===== config.mk =====
export PLATFORM = sky130hd
export DESIGN_NAME = puf_response_collector_flat
export DESIGN_NICKNAME = d
export VERILOG_FILES = /design/src/rtl/puf_response_collector_if.sv /design/src/rtl/puf_response_collector.sv /design/src/flat_wrapper.sv
export SDC_FILE = /design/constraint.sdc
export NUM_CORES = 1
export LEC_CHECK = 0
export ABC_CLOCK_PERIOD_IN_PS = 1850
export BUFFER_PORTS_ARGS = -buffer_cell sky130_fd_sc_hd__buf_2
export CAP_MARGIN = 30
export CELL_PAD_IN_SITES_DETAIL_PLACEMENT = 1
export CELL_PAD_IN_SITES_GLOBAL_PLACEMENT = 2
export CORE_MARGIN = 2
export CORE_UTILIZATION = 30
export CTS_CLUSTER_DIAMETER = 40
export CTS_CLUSTER_SIZE = 20
export DETAILED_ROUTE_END_ITERATION = 7
export HOLD_SLACK_MARGIN = 0.05
export PLACE_DENSITY_LB_ADDON = 0.1
export SLEW_MARGIN = 25
export SYNTH_ARGS = -nofsm -noshare
export SYNTH_HDL_FRONTEND = slang
export SYNTH_SLANG_ARGS = --single-unit

===== constraint.sdc =====
create_clock -name clk -period 1.85 [get_ports clk]
set_input_delay 0.185 -clock clk [delete_from_list [all_inputs] [get_ports clk]]
set_output_delay 0.185 -clock clk [all_outputs]
set_load 0.02 [all_outputs]

===== src/rtl/puf_response_collector_if.sv =====
// Response-word handshake between the PUF collector and its consumer.
// The collector drives the word and stability count; the consumer drives ready.
interface puf_response_collector_if #(
  parameter int RESP_W = 16
);
  localparam int CW = $clog2(RESP_W + 1);

  logic [RESP_W-1:0] resp_data;
  logic              resp_valid;
  logic              resp_ready;
  logic [CW-1:0]     unstable_cnt;

  modport master (
    output resp_data,
    output resp_valid,
    output unstable_cnt,
    input  resp_ready
  );

  modport slave (
    input  resp_data,
    input  resp_valid,
    input  unstable_cnt,
    output resp_ready
  );
endinterface


===== src/rtl/puf_response_collector.sv =====
// Arbiter-PUF collection stage: launches races, majority-votes the
// synchronised arbiter output and assembles voted bits into a word.
module puf_response_collector #(
  parameter int                CHAL_W   = 32,
  parameter int                RESP_W   = 16,
  parameter int                VOTES    = 5,
  parameter int                SETTLE   = 4,
  parameter logic [CHAL_W-1:0] LFSR_TAP = 32'h80200003
) (
  input  logic              clk,
  input  logic              rst,
  input  logic              start,
  input  logic [CHAL_W-1:0] seed,
  output logic              busy,
  output logic [CHAL_W-1:0] challenge,
  output logic              launch,
  input  logic              arb_in,
  puf_response_collector_if.master resp
);

  localparam int OW = $clog2(VOTES + 1);
  localparam int BW = (RESP_W > 1) ? $clog2(RESP_W) : 1;
  localparam int SW = $clog2(SETTLE);
  localparam int CW = $clog2(RESP_W + 1);

  localparam logic [OW-1:0] VLAST = OW'(VOTES - 1);
  localparam logic [OW-1:0] VHALF = OW'(VOTES / 2);
  localparam logic [OW-1:0] VALL  = OW'(VOTES);
  localparam logic [BW-1:0] BLAST = BW'(RESP_W - 1);
  localparam logic [SW-1:0] SLAST = SW'(SETTLE - 1);

  typedef enum logic [2:0] {
    S_IDLE,
    S_LAUNCH,
    S_SETTLE,
    S_SAMPLE,
    S_COMMIT,
    S_DONE
  } state_t;

  state_t        state;
  logic          sync1;
  logic          sync2;
  logic [OW-1:0] ones;
  logic [OW-1:0] vote_idx;
  logic [BW-1:0] bit_idx;
  logic [SW-1:0] scnt;
  logic [CHAL_W-1:0] chal_next;

  // One Galois step of the challenge sequence.
  assign chal_next = (challenge >> 1) ^
                     (challenge[0] ? LFSR_TAP : '0);

  always_ff @(posedge clk) begin
    if (rst) begin
      state             <= S_IDLE;
      sync1             <= 1'b0;
      sync2             <= 1'b0;
      ones              <= '0;
      vote_idx          <= '0;
      bit_idx           <= '0;
      scnt              <= '0;
      busy              <= 1'b0;
      launch            <= 1'b0;
      challenge         <= '0;
      resp.resp_data    <= '0;
      resp.resp_valid   <= 1'b0;
      resp.unstable_cnt <= '0;
    end else begin
      sync1 <= arb_in;
      sync2 <= sync1;
      unique case (state)
        S_IDLE: begin
          if (start) begin
            challenge <= (seed == '0) ? CHAL_W'(1) : seed;
            bit_idx           <= '0;
            vote_idx          <= '0;
            ones              <= '0;
            resp.resp_data    <= '0;
            resp.unstable_cnt <= '0;
            busy              <= 1'b1;
            launch            <= 1'b1;
            state             <= S_LAUNCH;
          end
        end
        S_LAUNCH: begin
          launch <= 1'b0;
          scnt   <= '0;
          state  <= S_SETTLE;
        end
        S_SETTLE: begin
          if (scnt == SLAST) begin
            scnt  <= '0;
            state <= S_SAMPLE;
          end else begin
            scnt <= scnt + SW'(1);
          end
        end
        S_SAMPLE: begin
          ones <= ones + OW'(sync2);
          if (vote_idx != VLAST) begin
            vote_idx <= vote_idx + OW'(1);
            launch   <= 1'b1;
            state    <= S_LAUNCH;
          end else begin
            state <= S_COMMIT;
          end
        end
        S_COMMIT: begin
          resp.resp_data[bit_idx] <= (ones > VHALF);
          if (ones != '0 && ones != VALL)
            resp.unstable_cnt <= resp.unstable_cnt + CW'(1);
          challenge <= chal_next;
          ones      <= '0;
          vote_idx  <= '0;
          if (bit_idx == BLAST) begin
            resp.resp_valid <= 1'b1;
            state           <= S_DONE;
          end else begin
            bit_idx <= bit_idx + BW'(1);
            launch  <= 1'b1;
            state   <= S_LAUNCH;
          end
        end
        S_DONE: begin
          if (resp.resp_ready) begin
            resp.resp_valid <= 1'b0;
            busy            <= 1'b0;
            state           <= S_IDLE;
          end
        end
        default: state <= S_IDLE;
      endcase
    end
  end

endmodule


===== src/flat_wrapper.sv =====
// flat-port wrapper written by rule: the top's interface ports become plain ports
module puf_response_collector_flat 
#(
  parameter int                CHAL_W   = 32,
  parameter int                RESP_W   = 16,
  parameter int                VOTES    = 5,
  parameter int                SETTLE   = 4,
  parameter logic [CHAL_W-1:0] LFSR_TAP = 32'h80200003
)
  (clk, rst, start, seed, busy, challenge, launch, arb_in, resp_resp_data, resp_resp_valid, resp_unstable_cnt, resp_resp_ready);
  puf_response_collector_if #(.RESP_W(RESP_W)) resp_i ();
  input  logic clk;
  input  logic rst;
  input  logic start;
  input  logic [CHAL_W-1:0] seed;
  output logic busy;
  output logic [CHAL_W-1:0] challenge;
  output logic launch;
  input  logic arb_in;
  output wire logic [$bits(resp_i.resp_data)-1:0] resp_resp_data;
  output wire logic [$bits(resp_i.resp_valid)-1:0] resp_resp_valid;
  output wire logic [$bits(resp_i.unstable_cnt)-1:0] resp_unstable_cnt;
  input wire logic [$bits(resp_i.resp_ready)-1:0] resp_resp_ready;
  assign resp_resp_data = resp_i.resp_data;
  assign resp_resp_valid = resp_i.resp_valid;
  assign resp_unstable_cnt = resp_i.unstable_cnt;
  assign resp_i.resp_ready = resp_resp_ready;
  puf_response_collector #(.CHAL_W(CHAL_W), .RESP_W(RESP_W), .VOTES(VOTES), .SETTLE(SETTLE), .LFSR_TAP(LFSR_TAP)) u_core (.clk(clk), .rst(rst), .start(start), .seed(seed), .busy(busy), .challenge(challenge), .launch(launch), .arb_in(arb_in), .resp(resp_i));
endmodule

### Yosys cells after proc, flatten, opt, wreduce, memory -nomap -nowiden

Cells that the tools add are included.

| word-level totals | value |
|---|---|
| word-level logic and storage cells | 93 |
| output and inout bits | 56 |
| bits in registers | 73 |
| bits of input ports | 37 |

| cells by class | value |
|---|---|
| $add $sub $neg | 5 |
| bitwise operators | 1 |
| equal/unequal tests | 16 |
| reductions and logical operators | 20 |
| $lt $le $gt $ge | 3 |
| muxes and demuxes | 35 |

Operators with widths:

| operator | count |
|---|---|
| 32-bit 2-to-1 mux | 3 |
| 32-bit one-hot mux with 2 select lines | 1 |
| 32-bit zero test | 1 |
| 16-bit one-hot mux with 2 select lines | 1 |
| 31-bit by 32-bit XOR with 32-bit output | 1 |
| 3-bit 2-to-1 mux | 7 |
| 3-bit one-hot mux with 3 select lines | 2 |
| 3-bit one-hot mux with 6 select lines | 1 |
| 3-bit AND reduction | 6 |
| 16-bit bitwise mux | 1 |
| 16-bit 2-to-1 mux | 1 |
| 5-bit 2-to-1 mux | 2 |
| 5-bit one-hot mux with 2 select lines | 1 |
| 4-bit 2-to-1 mux | 2 |
| 2-bit by 1-bit != test with 1-bit output, second input constant | 4 |
| 4-bit one-hot mux with 2 select lines | 1 |
| 2-bit nonzero test | 4 |
| 3-bit by 2-bit == test with 1-bit output, second input constant | 2 |
| 3-bit == test, second input constant | 2 |
| 1-bit 2-to-1 mux | 6 |
| 2-bit != test, second input constant | 3 |
| 3-bit != test, second input constant | 2 |
| 3-bit nonzero test | 2 |
| 5-bit by 1-bit adder with 5-bit output, second input constant | 1 |
| 20 further kinds | 23 |

### Depth between registers and ports, before layout

Gate-level depths: netlist of run 1.

| logic depth | value |
|---|---|
| word-level depth | 6 |
| gate-level depth with buffers | 6 |

### Worst setup path before layout of run 1

Ideal clock, no wire load.

| timing | value |
|---|---|
| kind | flip-flop to flip-flop |
| start point | reg u_core.state[0] |
| end point | reg u_core.resp.resp_data[15] |
| path buffers | 1 |
| stages on the path, launching flop included | 6 |
| path slack | 0.301 ns |
| library setup time | 0.065 ns |
| arrival time | 1.484 ns |
| required time | 1.785 ns |
| period minus slack after synthesis | 1.549 ns |
| cell sequence | dfxtp_1 or3b_1 clkbuf_1 nor2_1 mux2_1 nor2_1 |

| on the way | value |
|---|---|
| longest elaborated chain between the ends | 3 |
| elaborated cells on any way between the ends | 6 |

Ends and longest elaborated chain:

| item | RTL line | text |
|---|---|---|
| start, declared | puf_response_collector.sv:41 | `state_t state;` |
| start signal, assigned | puf_response_collector.sv:56 | `state <= S_IDLE;` |
| start signal, assigned | puf_response_collector.sv:83 | `state <= S_LAUNCH;` |
| start signal, assigned | puf_response_collector.sv:89 | `state <= S_SETTLE;` |
| 3-bit == test or 3-bit zero test (tied branches) | puf_response_collector.sv:72 | `unique case (state)` |
| 2-bit nonzero test (no source line) or 2-bit != test (tied branches) | -- |  |
| 2-bit AND reduction (no source line) | -- |  |
| end signal, assigned by index | puf_response_collector.sv:110 | `resp.resp_data[bit_idx] <= (ones > VHALF);` |
| end, declared | puf_response_collector_if.sv:14 | `output resp_data,` |

Several ways; a longest one is shown, not always the timed one.
A chain may end at the register's enable or synchronous reset.

### Final worst setup path of run 1

| timing | value |
|---|---|
| start point | reg u_core.state[1] |
| end point | reg u_core.launch |

| on the way | value |
|---|---|
| longest elaborated chain between the ends | 3 |
| elaborated cells on any way between the ends | 10 |

Ends and longest elaborated chain:

| item | RTL line | text |
|---|---|---|
| 3-bit by 1-bit == test with 1-bit output, or another cell as far along | puf_response_collector.sv:72 |  |
| 4-bit nonzero test (no source line), or another cell as far along | -- |  |
| 4-bit AND reduction (no source line) | -- |  |
| end signal, assigned | puf_response_collector.sv:64 | `launch <= 1'b0;` |
| end signal, assigned | puf_response_collector.sv:82 | `launch <= 1'b1;` |
| end signal, assigned | puf_response_collector.sv:87 | `launch <= 1'b0;` |
| end, declared | puf_response_collector.sv:16 | `output logic launch,` |

Several ways; a longest one is shown, not always the timed one.

==> results of run 1 <==
power breakdown:
part	leakage [nW]	switching (mW)	internal (mW)
logic	1.10	0.329	0.205
clock network	0.102	0.629	0.650
registers	0.595	0.0670	1.64
total	1.80	1.02	2.50
per-layer routing:
layer,up-vias,share of wire (%)
met5,-,0
met4,0,0.85
met3,8,5.7
met2,71,47
met1,1519,46
li1,1576,-
cell usage in the layout (no fill, tap or decap), types with 6 or more instances in the layout:
master	instances
dfxtp_1	73
nor2b_1	8
nand2_1	60
ha_1	10
a22oi_1	31
clkbuf_8	10
nor4_1	8
nor2_1	24
nand4_1	6
buf_4	13
nand3_1	12
mux2i_1	8
a21oi_1	49
buf_2	92
cells by family after synthesis:
family / after synthesis
flip-flops: 73
buffers and inverters: 31
AND/OR/NAND/NOR: 147
multiplexers: 16
adder cells (fa/ha/maj): 10
XOR/XNOR: 6
AO/OA/AOI/OAI: 105
worst max-delay path by stage:
stage,startpoint,to,slack (ns)
after floorplan,u_core.state[0]$_SDFFE_PP0P_,u_core.resp.resp_data[15]$_SDFFE_PP0P_,0.30
after global routing,u_core.bit_idx[0]$_SDFFE_PP0P_,u_core.bit_idx[3]$_SDFFE_PP0P_,-0.03
final,u_core.state[1]$_SDFFE_PP0P_,u_core.launch$_SDFFE_PP0P_,0.11
after detailed placement,u_core.bit_idx[0]$_SDFFE_PP0P_,u_core.bit_idx[3]$_SDFFE_PP0P_,0.12
after global placement,u_core.state[2]$_SDFFE_PP0P_,u_core.resp.resp_data[9]$_SDFFE_PP0P_,0.15
after CTS,u_core.bit_idx[0]$_SDFFE_PP0P_,u_core.bit_idx[3]$_SDFFE_PP0P_,0.09
tightest hold or removal path: stages:
cell and delay [ns]:
buf_2 0.11, nor2_1 0.10, nor3_1 0.05
cell type report:
class | instances | area, sq um
fillers | 1324 | 6600
multi-input cells | 284 | 1760
flip-flops and latches | 73 | 1460
repair buffers | 109 | 628
well taps | 140 | 175
clock buffers | 10 | 138
clock inverters | 6 | 57.6
inverters | 5 | 18.8
repair_timing:
action	4_1_cts	5_1_grt
hold buffers	1	0
setup endpoints to repair	0	10
resized for setup	0	3
hold endpoints to repair	1	0
registers in the layout, summed over array words and instances (netlist names):
signal / flops
u_core.challenge: 32
u_core.resp.resp_valid: 1
u_core.vote_idx: 3
u_core.bit_idx: 4
u_core.resp.unstable_cnt: 5
u_core.state: 3
u_core.scnt: 2
u_core.sync1: 1
u_core.launch: 1
u_core.sync2: 1
u_core.ones: 3
u_core.resp.resp_data: 16
u_core.busy: 1
==> run_results.csv, run 1 <==
group,metric,value,unit
setup_path,end_kind,"register",
synthesis,dominantRegCellSynth,"dfxtp_1",
setup_path,r2r-end,"u_core.launch$_SDFFE_PP0P_",
cts,cts-root-buf,"clkbuf_8",
layout,n_antenna_cell,0,
setup_path,crit_arrival,1.99,ns
synthesis,ys_top_cells_by_count,"dfxtp_1 (73), nand2_1 (60), a21oi_1 (50), a22oi_1 (31), nor2_1 (25)",
synthesis,synth-xor-area-share,1.58,%
power_and_ir_drop,p_total,3.52,mW
setup_path,cpLargestDelayFamily,"flip-flops",
placement,dp.cells,610,
cts,post-cts-setup-buffers,0,
synthesis,synth_top_area_cell,"dfxtp_1",
grt,busiest_layer,"met2",
layout,stdcell_count,627,
grt,use_met2,29.0,%
cts,numCtsBuffers,9,
timing,setup_ws,0.109,ns
setup_path,cpPeakStageDelay,0.55,ns
synthesis,synth-compound-area-share,19.8,%
timing,fin_crit_sh,94.1,%
timing,fmax,574,MHz
setup_path,required,2.10,ns
cts,clk_pin_slew,0.08,ns
die,start_util,30.7,%
detailed_routing,drt_wl_total,9970,microns
hold_path,hold_class,"input port to register",
synthesis,synth_top_family_by_area,"simple AND/OR/NAND/NOR gates",
timing,slew_headroom,65.4,%
power_and_ir_drop,vdd_drop_max,0.308,mV
layout,drive_above_1_share,28.3,%
die,core,10800,sq um
placement,gp_congestion,0.794,
synthesis,synth_edf_count,0,
synthesis,synth_most_common_cell,"dfxtp_1",
synthesis,synthSimpleGateAreaFrac,22.0,%
setup_path,startpoint_type,"register",
grt,antenna_found_initial,0,
synthesis,netlist_area,3320,sq um
layout,final_core_util,39.1,%
cts,cts_tree,"built",
layout,final_cell_area,4240,sq um
synthesis,synth_area_per_cell,8.56,sq um
run,cap_viol_max_count,0,
setup_path,r2r-start,"u_core.state[1]$_SDFFE_PP0P_",
hold_path,min_path_cells,3,
grt,grt_pass1_vias,3219,
cts,cts.sinks,73,
placement,port_buffers,92,
timing,worstMarginPinSlew,0.506,ns
detailed_routing,dr_total_vias,3174,
grt,use_met3,5.20,%
synthesis,synth_seq_cells,73,
setup_path,path_cells,"or3b_1 -> nor2_1 -> buf_4 -> o21ba_2 -> a2111oi_2",
detailed_routing,routedWlPerCell,15.9,microns
die,die_h,109,microns
timing,min_period,1.74,ns
detailed_routing,ant_nets,0,
cts,h-tree-depth,3,
layout,area_delta_synth_final,27.6,%
placement,placed_area,4020,sq um
setup_path,critPathKind,"register to register",
grt,use_met1,22.2,%
synthesis,yosysWarningCount,0,
grt,grtUsageTotal,17.6,%
die,dieArea,11900,sq um
grt,grt_max_degree,42,
layout,fin_nets,529,
detailed_routing,drcViolationCount,0,
synthesis,synthAdderAreaFrac,3.77,%
setup_path,critPathMaxFanout,8,
grt,grt_pass1_wl,16300,microns
setup_path,rr_worst_depth,5,
placement,hpwl,7210,microns
synthesis,synthCells,388,
synthesis,synthMuxAreaShare,5.12,%
timing,setup_viol,0,
cts,clk_path_buf_depth,2,
synthesis,synth_seq_area_share,44.0,%
synthesis,synth.distinct_cells,52,
detailed_routing,viasPerCell,5.06,
timing,hold_ws,0.130,ns
cts,clkLatencyLatePin,0.36,ns
hold_path,min_from,"seed[1]",
synthesis,syn_nets,435,
setup_path,critPathSlowestCell,"dfxtp_1",
placement,dpl_worst_slack,0.123,ns
setup_path,path_buf_inv,1,
die,num_io_pins,93,
setup_path,path_depth,5,
die,die_w,109,microns
synthesis,synth_top_area_share,44.0,%
detailed_routing,drt_iter0_drc,104,
hold_path,min_to,"u_core.challenge[1]$_SDFFE_PP0P_",
power_and_ir_drop,p_per_area,830,nW/um^2
synthesis,synthArstFlopShare,0,%
synthesis,synth_area_leaders,"dfxtp_1 (44%), a21oi_1 (7.5%), a22oi_1 (7.0%)",
setup_path,reg2reg_slack,0.11,ns
timing,final_max_slew_viol_count,0,
timing,fin_skew,0.00792,ns
grt,grt_remaining_overflow,0,
status,outcome,"finished, final reports clean",
power_and_ir_drop,p_leak,1.80,nW
timing,hold_viol_final,0,
timing,finalSetupTns,0,ns
die,fp-row-count,38,
detailed_routing,dr.pass1.iters,4,
Power figures use the tool's default switching activity.
==> run 2: changes to the inputs <==
--- a/config.mk
+++ b/config.mk
@@ -17,6 +17,7 @@
 export DETAILED_ROUTE_END_ITERATION = 7
 export HOLD_SLACK_MARGIN = 0.05
 export PLACE_DENSITY_LB_ADDON = 0.1
+export SKIP_CTS_REPAIR_TIMING = 1
 export SLEW_MARGIN = 25
 export SYNTH_ARGS = -nofsm -noshare
 export SYNTH_HDL_FRONTEND = slang
==> constraint.sdc (replaced) <==
create_clock -name clk -period 1.85 [get_ports clk]
set_input_delay 0.2775 -clock clk [delete_from_list [all_inputs] [get_ports clk]]
set_output_delay 0.2775 -clock clk [all_outputs]
set_load 0.02 [all_outputs]
==> run 2 against run 1 <==
Against the previous run:
- die area unchanged
- utilization barely moved
- sequential share of layout area about the same
- non-clock buffer count is the same
- clock power grew 8%
- critical path type unchanged
==> run_results.csv, run 2 (same netlist as run 1, synthesis figures left out) <==
group,metric,value,unit
placement,hpwl,7290,microns
die,num_io_pins,93,
layout,largest_reg_flops,32,
timing,worstMarginPinSlew,0.433,ns
run,cap_viol_max_count,0,
setup_path,crit_arrival,2.02,ns
detailed_routing,dr.pass1.iters,4,
timing,rsz0062_at_grt,"true",
detailed_routing,wl_met2,4710,microns
detailed_routing,ant_nets,0,
die,core,10800,sq um
status,outcome,"finished, final reports clean",
cts,numCtsBuffers,9,
die,die_h,109,microns
layout,largest_register,"u_core.challenge",
detailed_routing,viasPerCell,5.03,
placement,dp.cells,611,
die,dieArea,11900,sq um
layout,drive_above_1_share,28.5,%
timing,fin_skew,0.0142,ns
setup_path,critPathKind,"register to register",
setup_path,critPathSlowestCell,"dfxtp_1",
setup_path,required,2.12,ns
die,start_util,30.7,%
grt,grt_pass1_wl,16100,microns
cts,clk_pin_slew,0.08,ns
detailed_routing,dr_total_vias,3152,
timing,fmax,572,MHz
setup_path,path_cells,"or3b_1 -> nor2_1 -> buf_4 -> o21ba_2 -> a2111oi_2",
timing,slew_headroom,70.4,%
grt,grt_remaining_overflow,0,
timing,fin_crit_sh,94.5,%
cts,clkLatencyLatePin,0.37,ns
layout,area_delta_synth_final,27.7,%
layout,n_antenna_cell,0,
cts,cts_tree,"built",
hold_path,hold_class,"input port to register",
power_and_ir_drop,p_total,3.62,mW
placement,gp_congestion,0.768,
detailed_routing,drt_iter0_drc,101,
detailed_routing,met3_length,460,microns
setup_path,rr_worst_depth,5,
timing,final_max_slew_viol_count,0,
die,die_w,109,microns
layout,mostFrequentLayoutCells,"buf_2 (92), dfxtp_1 (73), nand2_1 (60)",
power_and_ir_drop,p_per_area,853,nW/um^2
placement,port_buffers,92,
detailed_routing,top_layer,"met4",
grt,antenna_found_initial,0,
layout,final_common_cell,"buf_2",
layout,stdcell_count,627,
setup_path,startpoint_type,"register",
timing,hold_viol_final,0,
timing,setup_viol,0,
cts,cts-root-buf,"clkbuf_8",
setup_path,critPathMaxFanout,8,
placement,dpl_worst_slack,0.109,ns
cts,cts.sinks,73,
detailed_routing,wl_met1,4690,microns
power_and_ir_drop,vdd_drop_max,0.314,mV
detailed_routing,drt_wl_total,10000,microns
hold_path,min_path_cells,2,
die,fp-row-count,38,
grt,grtUsageTotal,17.5,%
cts,h-tree-depth,3,
timing,min_period,1.75,ns
cts,clk_path_buf_depth,2,
grt,grt_pass1_vias,3160,
detailed_routing,drcViolationCount,0,
setup_path,cpPeakStageDelay,0.55,ns
grt,grt_max_degree,32,
power_and_ir_drop,p_leak,1.79,nW
layout,reg_top3,"u_core.challenge x32, u_core.resp.resp_data x16, u_core.resp.unstable_cnt x5",
detailed_routing,routedWlPerCell,16.0,microns
timing,setup_ws,0.102,ns
layout,fin_nets,529,
setup_path,end_kind,"register",
[run 2: changes by cell type in the layout (fill, tap and decap cells not counted)]
cell | before | now
dlygate4sd3_1 | 1 | 0
buf_4 | 13 | 15
buf_12 | 3 | 2
clkinvlp_4 | 1 | 2
clkbuf_8 | 10 | 12
clkinv_2 | 4 | 1
[run 2: through the flow]
step	cell area, sq um	TNS, ns	hold slack (ns)	util (%)
after detailed placement	4020	0	0.427	37.1
after CTS	4230	0	0.131	39.0
after global placement	4020	0	0.419	37.1
final	4250	0	0.143	39.2
after global routing	4250	-0.0677	0.141	39.2
after floorplan	3320	0	0.406	-
[run 2: cell type report]
class                           instances  area, sq um
Clock buffer                           12          165
Clock inverter                          4         50.0
Fill cell                            1332         6600
Inverter                                5         18.8
Multi-Input combinational cell        284         1760
Sequential cell                        73         1460
Tap cell                              140          175
Timing Repair Buffer                  109          613
[run 2: routing by layer]
layer  up-vias  track usage [%]
met3        10             4.84
met1      1497             22.6
met2        64             28.2
met5         -                0
met4         0             6.06
li1       1581                -
[run 2: worst max-delay path: cells and delay by family (launching register included)]
kind | cells | cell delay (ns)
AOI/OAI and AO/OA | 2 | 0.46
buffers and inverters | 1 | 0.16
DFF | 1 | 0.55
and+or+nand+nor | 2 | 0.48
[run 2: worst paths after layout]
check	endpoint	slack, ns	from
worst max-delay path	u_core.launch$_SDFFE_PP0P_	0.10	u_core.state[1]$_SDFFE_PP0P_
worst min-delay path	u_core.sync1$_SDFF_PP0_	0.14	arb_in
worst max register to register	u_core.launch$_SDFFE_PP0P_	0.10	u_core.state[1]$_SDFFE_PP0P_
worst min register to register	u_core.sync2$_SDFF_PP0_	0.44	u_core.sync1$_SDFF_PP0_
[run 2: where the power goes]
group,switching [mW],leakage (nW),internal [mW]
Clock,0.652,0.105,0.732
Sequential,0.0673,0.595,1.64
Combinational,0.327,1.09,0.202
Total,1.05,1.79,2.57
